==> src/rtl/seg_pkg.sv <==
// Shared seven-segment constants and the hex-to-glyph helper used by the
// display blocks. Glyphs are active-low {g,f,e,d,c,b,a}.
package seg_pkg;

  localparam logic [6:0] SEG_OFF = 7'h7F;
  localparam logic [3:0] AN_OFF  = 4'hF;

  // Entry i is the glyph for nibble i; the concatenation lists F down to 0.
  localparam logic [15:0][6:0] GLYPH_TABLE = {
    7'h0E, 7'h06, 7'h21, 7'h46, 7'h03, 7'h08, 7'h10, 7'h00,
    7'h78, 7'h02, 7'h12, 7'h19, 7'h30, 7'h24, 7'h79, 7'h40
  };

  function automatic logic [6:0] hex_to_seg(input logic [3:0] nibble);
    return GLYPH_TABLE[nibble];
  endfunction

endpackage

==> src/rtl/seg_hex_decode.sv <==
// Combinational nibble-to-glyph decoder shared by the display blocks.
module seg_hex_decode
  import seg_pkg::*;
(
  input  logic [3:0] nibble,
  output logic [6:0] glyph
);

  assign glyph = hex_to_seg(nibble);

endmodule

==> src/rtl/seg_mux_driver.sv <==
// Four-digit multiplexed seven-segment driver with a per-slot anode guard.
// Define SEG_FRAME_LATCH_EN to snapshot the source data once per frame.
module seg_mux_driver
  import seg_pkg::*;
#(
  parameter int DIV   = 50000,
  parameter int GUARD = 2
) (
  input  logic        clk,
  input  logic        clr,
  input  logic [15:0] digits_in,
  input  logic [3:0]  blank_in,
  input  logic [3:0]  dp_in,
  output logic [3:0]  an,
  output logic [6:0]  seg,
  output logic        dp,
  output logic        frame_tick
);

  localparam int PW = (DIV > 4) ? $clog2(DIV) : 2;

  logic [PW-1:0] pcnt;
  logic [1:0]    idx;
  logic [15:0]   dig_q;
  logic [3:0]    blk_q;
  logic [3:0]    dp_q;
  logic          slot_end;
  logic          frame_end;
  logic          in_guard;
  logic [3:0]    cur_nibble;
  logic [6:0]    cur_glyph;

  assign slot_end  = (pcnt == PW'(DIV - 1));
  assign frame_end = slot_end && (idx == 2'd3);
  assign in_guard  = (pcnt < PW'(GUARD));

  always_ff @(posedge clk or posedge clr) begin
    if (clr) begin
      pcnt <= '0;
      idx  <= 2'd0;
    end else if (slot_end) begin
      pcnt <= '0;
      idx  <= idx + 2'd1;
    end else begin
      pcnt <= pcnt + PW'(1);
    end
  end

`ifdef SEG_FRAME_LATCH_EN
  // One snapshot per frame keeps all four digits consistent while scrolling.
  always_ff @(posedge clk or posedge clr) begin
    if (clr) begin
      dig_q <= 16'h0000;
      blk_q <= 4'hF;
      dp_q  <= 4'h0;
    end else if (frame_end) begin
      dig_q <= digits_in;
      blk_q <= blank_in;
      dp_q  <= dp_in;
    end
  end
`else
  always_ff @(posedge clk or posedge clr) begin
    if (clr) begin
      dig_q <= 16'h0000;
      blk_q <= 4'hF;
      dp_q  <= 4'h0;
    end else begin
      dig_q <= digits_in;
      blk_q <= blank_in;
      dp_q  <= dp_in;
    end
  end
`endif

  always_comb begin
    cur_nibble = dig_q[3:0];
    case (idx)
      2'd0: cur_nibble = dig_q[3:0];
      2'd1: cur_nibble = dig_q[7:4];
      2'd2: cur_nibble = dig_q[11:8];
      2'd3: cur_nibble = dig_q[15:12];
      default: cur_nibble = dig_q[3:0];
    endcase
  end

  seg_hex_decode u_decode (
    .nibble (cur_nibble),
    .glyph  (cur_glyph)
  );

  // Blanked digits keep driving seg/dp; only the anode is suppressed.
  always_ff @(posedge clk or posedge clr) begin
    if (clr) begin
      an         <= AN_OFF;
      seg        <= SEG_OFF;
      dp         <= 1'b1;
      frame_tick <= 1'b0;
    end else begin
      an         <= (in_guard || blk_q[idx]) ? AN_OFF : ~(4'b0001 << idx);
      seg        <= cur_glyph;
      dp         <= ~dp_q[idx];
      frame_tick <= frame_end;
    end
  end

endmodule

==> config.mk <==
export PLATFORM = sky130hd
export DESIGN_NAME = seg_mux_driver
export DESIGN_NICKNAME = d
export VERILOG_FILES = /design/src/rtl/seg_pkg.sv /design/src/rtl/seg_hex_decode.sv /design/src/rtl/seg_mux_driver.sv
export SDC_FILE = /design/constraint.sdc
export NUM_CORES = 1
export LEC_CHECK = 0
export CAP_MARGIN = 30
export CORE_ASPECT_RATIO = 0.5
export CORE_MARGIN = 5
export CORE_UTILIZATION = 47
export CTS_CLUSTER_DIAMETER = 40
export DETAILED_ROUTE_END_ITERATION = 7
export PLACE_DENSITY = 0.83
export REMOVE_ABC_BUFFERS = 1
export SYNTH_ARGS = -nofsm -noshare
export SYNTH_HDL_FRONTEND = slang
export SYNTH_SLANG_ARGS = --single-unit
==> constraint.sdc <==
create_clock -name clk -period 2.2 [get_ports clk]
set_clock_uncertainty 0.2 [all_clocks]
set_input_delay 0.44 -clock clk [delete_from_list [all_inputs] [get_ports clk]]
set_output_delay 0.44 -clock clk [all_outputs]
set_load 0.1 [all_outputs]
# Word level (Yosys, flattened, before mapping)
# Memories as Yosys holds them, arrays and structs flattened. A register that Yosys moved wholly into a read port is not among the register bits.
# Cells that the tools add are included.
[word_totals] reg_bits=48 mem_count=1 rom_bits=112 input_bits=26
[memory_table] name="(no name shown)" depth=16 width=7 rd=1 rd_ports_with_merged_regs=1 wr=0 line="seg_pkg.sv:15" text="return GLYPH_TABLE[nibble];"
[op_classes] n_lt_le_gt_ge=2 bitwise_logic=2 add_sub_neg=2 shift=1 eq_ne=4 muxes=7 n_reduce_logical=3
[ops] op="adder 16 x 1 -> 16 bit, second input constant" n=1
[ops] op="== test 16 bit, second input constant" n=1
[ops] op="< comparator 16 x 2 -> 1 bit, second input constant" n=1
[ops] op="2-to-1 mux 16 bit" n=1
[ops] op="one-hot mux 4 bit (4 select lines)" n=1
[ops] op="binary-select mux 1 bit (select 2 bit)" n=2
[ops] op="== test 2 bit, second input constant" n=2
[ops] op="2-to-1 mux 4 bit" n=1
[ops] op="NOT 4 bit" n=1
[ops] op="left shift 1 x 2 -> 4 bit, first input constant" n=1
[ops] op="< comparator 2 x 3 -> 1 bit, second input constant" n=1
[ops] op="adder 2 x 1 -> 2 bit, second input constant" n=1
[ops] op="== test 2 x 1 -> 1 bit, second input constant" n=1
[ops] op="zero test 2 bit" n=1
[ops] op="2-to-1 mux 1 bit" n=2
[ops] op="logical AND 1 bit" n=1
[ops] op="logical OR 1 bit" n=1
[ops] op="NOT 1 bit" n=1

# Logic depth before layout (Yosys ltp)
[logic_depth] ltp_word=4 depth_mapped=9 ltp_nobuf=8

# Hierarchy
# A second synthesis with hierarchy kept.
[hier_totals] cells_unflattened=178 area_unflattened_um2=2329.7
[modules_own_cells] module="seg_mux_driver" seq_area_each_um2=1396.3 area_per_inst_um2=2054.5 cells_each=146 n_inst=1
[modules_own_cells] module="seg_hex_decode" seq_area_each_um2=0.0 area_per_inst_um2=275.3 cells_each=32 n_inst=1

# Worst setup path before layout
# Ideal clock, no wire load.
[synth_timing] kind="register to register" from="register idx[0]" to="register seg[0]" period_less_slack_ps=2206 stages_incl_launch_ff=8 setup_slack_ps=-6 setup_ps=82 t_arrival_ps=1924 path_buffers=1 path_cell_list="dfrtp_1 inv_1 ha_1 clkbuf_1 mux2_2 ha_1 nor3b_1 a211o_1"
[synth_between] elab_chain_cells=2 word_cells_on_any_way=5 classes_between="eq/ne: 3; mux: 1; reduce/logical: 1"
[synth_rtl] item="start: declaration" line="seg_mux_driver.sv:23" text="logic [1:0] idx;"
[synth_rtl] item="start signal: assignment" line="seg_mux_driver.sv:43" text="idx <= idx + 2'd1;"
[synth_rtl] item="== test 2 bit (tied with other cells)" line="seg_mux_driver.sv:78" text="case (idx)"
[synth_rtl] item="one-hot mux 4 bit (4 select lines) *" line="seg_mux_driver.sv:78"
[synth_rtl] item="end: declaration" line="seg_mux_driver.sv:15" text="output logic [6:0] seg,"
# Every way passes the cells marked *; elsewhere a longest branch is shown, timed or not.
# A chain may end at the register's enable or synchronous reset.

# Final worst setup path
[layout_timing] from="register idx[1]" to="register seg[6]"
# Same word-level chain as after synthesis.

==> results.ini <==
[die]
die_w_um = 108.6
io_pins = 39
dieArea_sq_mm = 0.006440
die_h_um = 59.30
core.rowCount = 17
coreArea_sq_mm = 0.004552
start_util_pct = 50.19

[pwr]
leakagePower_nw = 1.423
vdd_drop_max_v = 0.0004004
power_density_mw_per_mm2 = 611.6

[detailed_routing]
wl_per_cell_um = 17.07
routed_wl_um = 5223
first_pass_iters = 4
remaining_drc_errors = 0
vias = 1614
ant_nets = 0
drt_iter0_markers = 54
vias_per_cell = 5.275

[worst_setup_path]
r2r-end = seg[6]
critPathCaptureType = flop
r2r_cells = 6
critPathSlowestCell = dfrtp_2
crit_arrival_ns = 2.20
worstPathCellList = inv_4 > ha_4 > a222oi_1 > mux2i_1 > or2_4 > o22ai_1
reg2reg_slack_ns = 0.04
worstSetupStartpointType = flop
cp_max_fo = 5
critical_path_class = flop to flop
required_ns = 2.24
cpPeakStageDelay_ns = 0.45
r2r_start = idx[1]

[yosys]
synth_top_area_share_pct = 42.72
syn_inst = 178
netlist_area_sq_mm = 0.002285
synth.distinct_cells = 34
yosysSeqAreaShare_pct = 61.12
ys_ff_latch = 55
avgSynthCellArea_sq_um = 12.84
yosysWarnings = 0
synth_top_area_cell = dfrtp_1
synth_area_leaders = dfrtp_1, dfstp_2, ha_1, mux2i_1, xor2_1

[cts]
cts-htree-levels = 2
clock_path_buffers = 2
cts_tree = done
cts_root_buf = clkbuf_8
cts_buffers = 5
cts.reportedPaths.clkPinSlew_ns = 0.10
clock_latency_ns = 0.32
clock_sinks = 55
cts-hold-fix-buffers = 0

[cells_and_area]
n_antenna_cell = 0
stdcell_count = 306
drive_above_1_share_pct = 33.33
syn_to_final_growth_pct = 40.42
nets = 277

[placed_design]
place_inst = 292
port_buffers = 38
dp_hpwl_um = 3363
place_congestion = 0.8188
place_ws_ns = -0.09299

[run_status]
status = finished clean

[timing]
rsz0062_at_grt = yes
timing.final.crit_share_pct = 98.31
worst_slack_ns = 0.03711
fmaxAchievable_mhz = 462.3
setup_violations = 0
min_period_ns = 2.163
tightestPinTransition_ns = 0.5093
hold_viol = 0
relSlewSlack_pct = 65.07
slew_violations = 0
timing.hold.ws_ns = 0.1769

[global_routing]
grt_remaining_overflow = 0
grt_pass1_wl_um = 7983
grt_pass1_vias = 1698
grt.total_usage_pct = 16.11
grt_antenna_before_repair = 0
grt_max_degree = 44

[hold_path]
hp-class = input port to async pin

[run]
maxCapViolCount = 0

cells by family after synthesis:
logic type | Yosys count | synth area share [%]
multiplexers | 13 | 6.955
adder cells (fa/ha/maj) | 12 | 6.572
flip-flops | 55 | 61.12
buffers and inverters | 16 | 2.957
AND/OR/NAND/NOR | 50 | 11.50
XOR/XNOR | 14 | 5.367
AO/OA/AOI/OAI | 18 | 5.532
synthesized netlist by cell type:
library cell   n
dfrtp_1       39
dfstp_2       16
inv_1         13
ha_1          12
nand2_1       10
nand3_1        9
mux2i_1        8
nor2_1         8
xor2_1         8
and3_1         6
xnor2_1        6
a21oi_1        4
nor4_1         4
a222oi_1       3
mux2_2         3
nand4_1        3
o21ai_0        3
o22ai_1        3
and2_1         2
buf_4          2
mux4_2         2
nor3_1         2
a211o_1        1
a22o_1         1
a22oi_1        1
clkbuf_1       1
nor2b_1        1
nor3b_1        1
nor4_2         1
o21ba_2        1
o31ai_1        1
or2_2          1
or3_1          1
or4_1          1
placed cells by master (no fill, tap or decap), types with 7 or more instances in the layout:
cell	n
buf_4	17
nand2_1	10
clkdlybuf4s50_1	25
buf_12	13
dfstp_2	16
dfrtp_1	37
nand3_1	9
mux2i_1	7
nor2_1	8
xor2_1	8
inv_1	8
timing repair:
action                                  CTS  global route
pin swaps                                 2             6
gates resized for setup                   6            23
setup buffers                             1             5
endpoints found under the setup margin    6             7
cloned                                    0             0
final cells by class:
type | instances | area [sq um]
Clock buffer | 5 | 68.82
Sequential cell | 55 | 1399
Fill cell | 290 | 1344
Clock inverter | 3 | 22.52
Tap cell | 66 | 82.58
Timing Repair Buffer | 57 | 660.6
Multi-Input combinational cell | 107 | 918.4
Inverter | 13 | 56.30
report_power, final:
group	leakage, nW	switching (mW)	internal, mW	total [mW]
Sequential	0.649	0.0192	1.06	1.08
Clock	0.0485	0.354	0.229	0.583
Combinational	0.725	0.168	0.133	0.301
metrics by stage:
step / cell area, sq um / power [mW] / util (%) / setup TNS [ns]
floorplan: 2266 / 1.242 / - / -0.4882
global placement: 2957 / 1.372 / 64.95 / 0
detailed placement: 2957 / 1.378 / 64.95 / -0.3341
CTS: 3073 / 1.943 / 67.51 / 0
global route: 3208 / 2.024 / 70.48 / -0.2427
finish: 3208 / 1.962 / 70.48 / 0
metal layers:
| metal | global-route usage (%) | wire length [um] | vias up |
|---|---|---|---|
| li1 | - | - | 740 |
| met1 | 20.03 | 2318 | 823 |
| met2 | 27.74 | 2615 | 44 |
| met3 | 4.244 | 231 | 7 |
| met4 | 5.396 | 57 | 0 |
| met5 | 0 | 0 | - |
critical path, delay by kind of cell (launching register included):
kind                     cells  cell delay (ns)
AND/OR/NAND/NOR              1             0.33
flip-flops                   1             0.45
buffers and inverters        1             0.07
AO/OA/AOI/OAI                2             0.57
multiplexers                 1             0.27
adder cells (fa/ha/maj)      1             0.18
registers in the layout, indices dropped and copies added, names as in the netlist:
name,cells
blk_q,4
dp,1
idx,2
an,4
dp_q,4
pcnt,16
seg,7
frame_tick,1
dig_q,16
worst max path at each step:
stage               cells past startpoint    from  slack [ns]      to
finish                                  6  idx[1]        0.04  seg[6]
global route                            6  idx[0]       -0.06  seg[0]
CTS                                     9  idx[0]        0.01  seg[0]
detailed placement                      7  idx[1]       -0.09  seg[1]
global placement                        8  idx[0]        0.04  seg[3]
floorplan                               5  idx[0]       -0.15  seg[0]
Power figures use the tool's default switching activity.
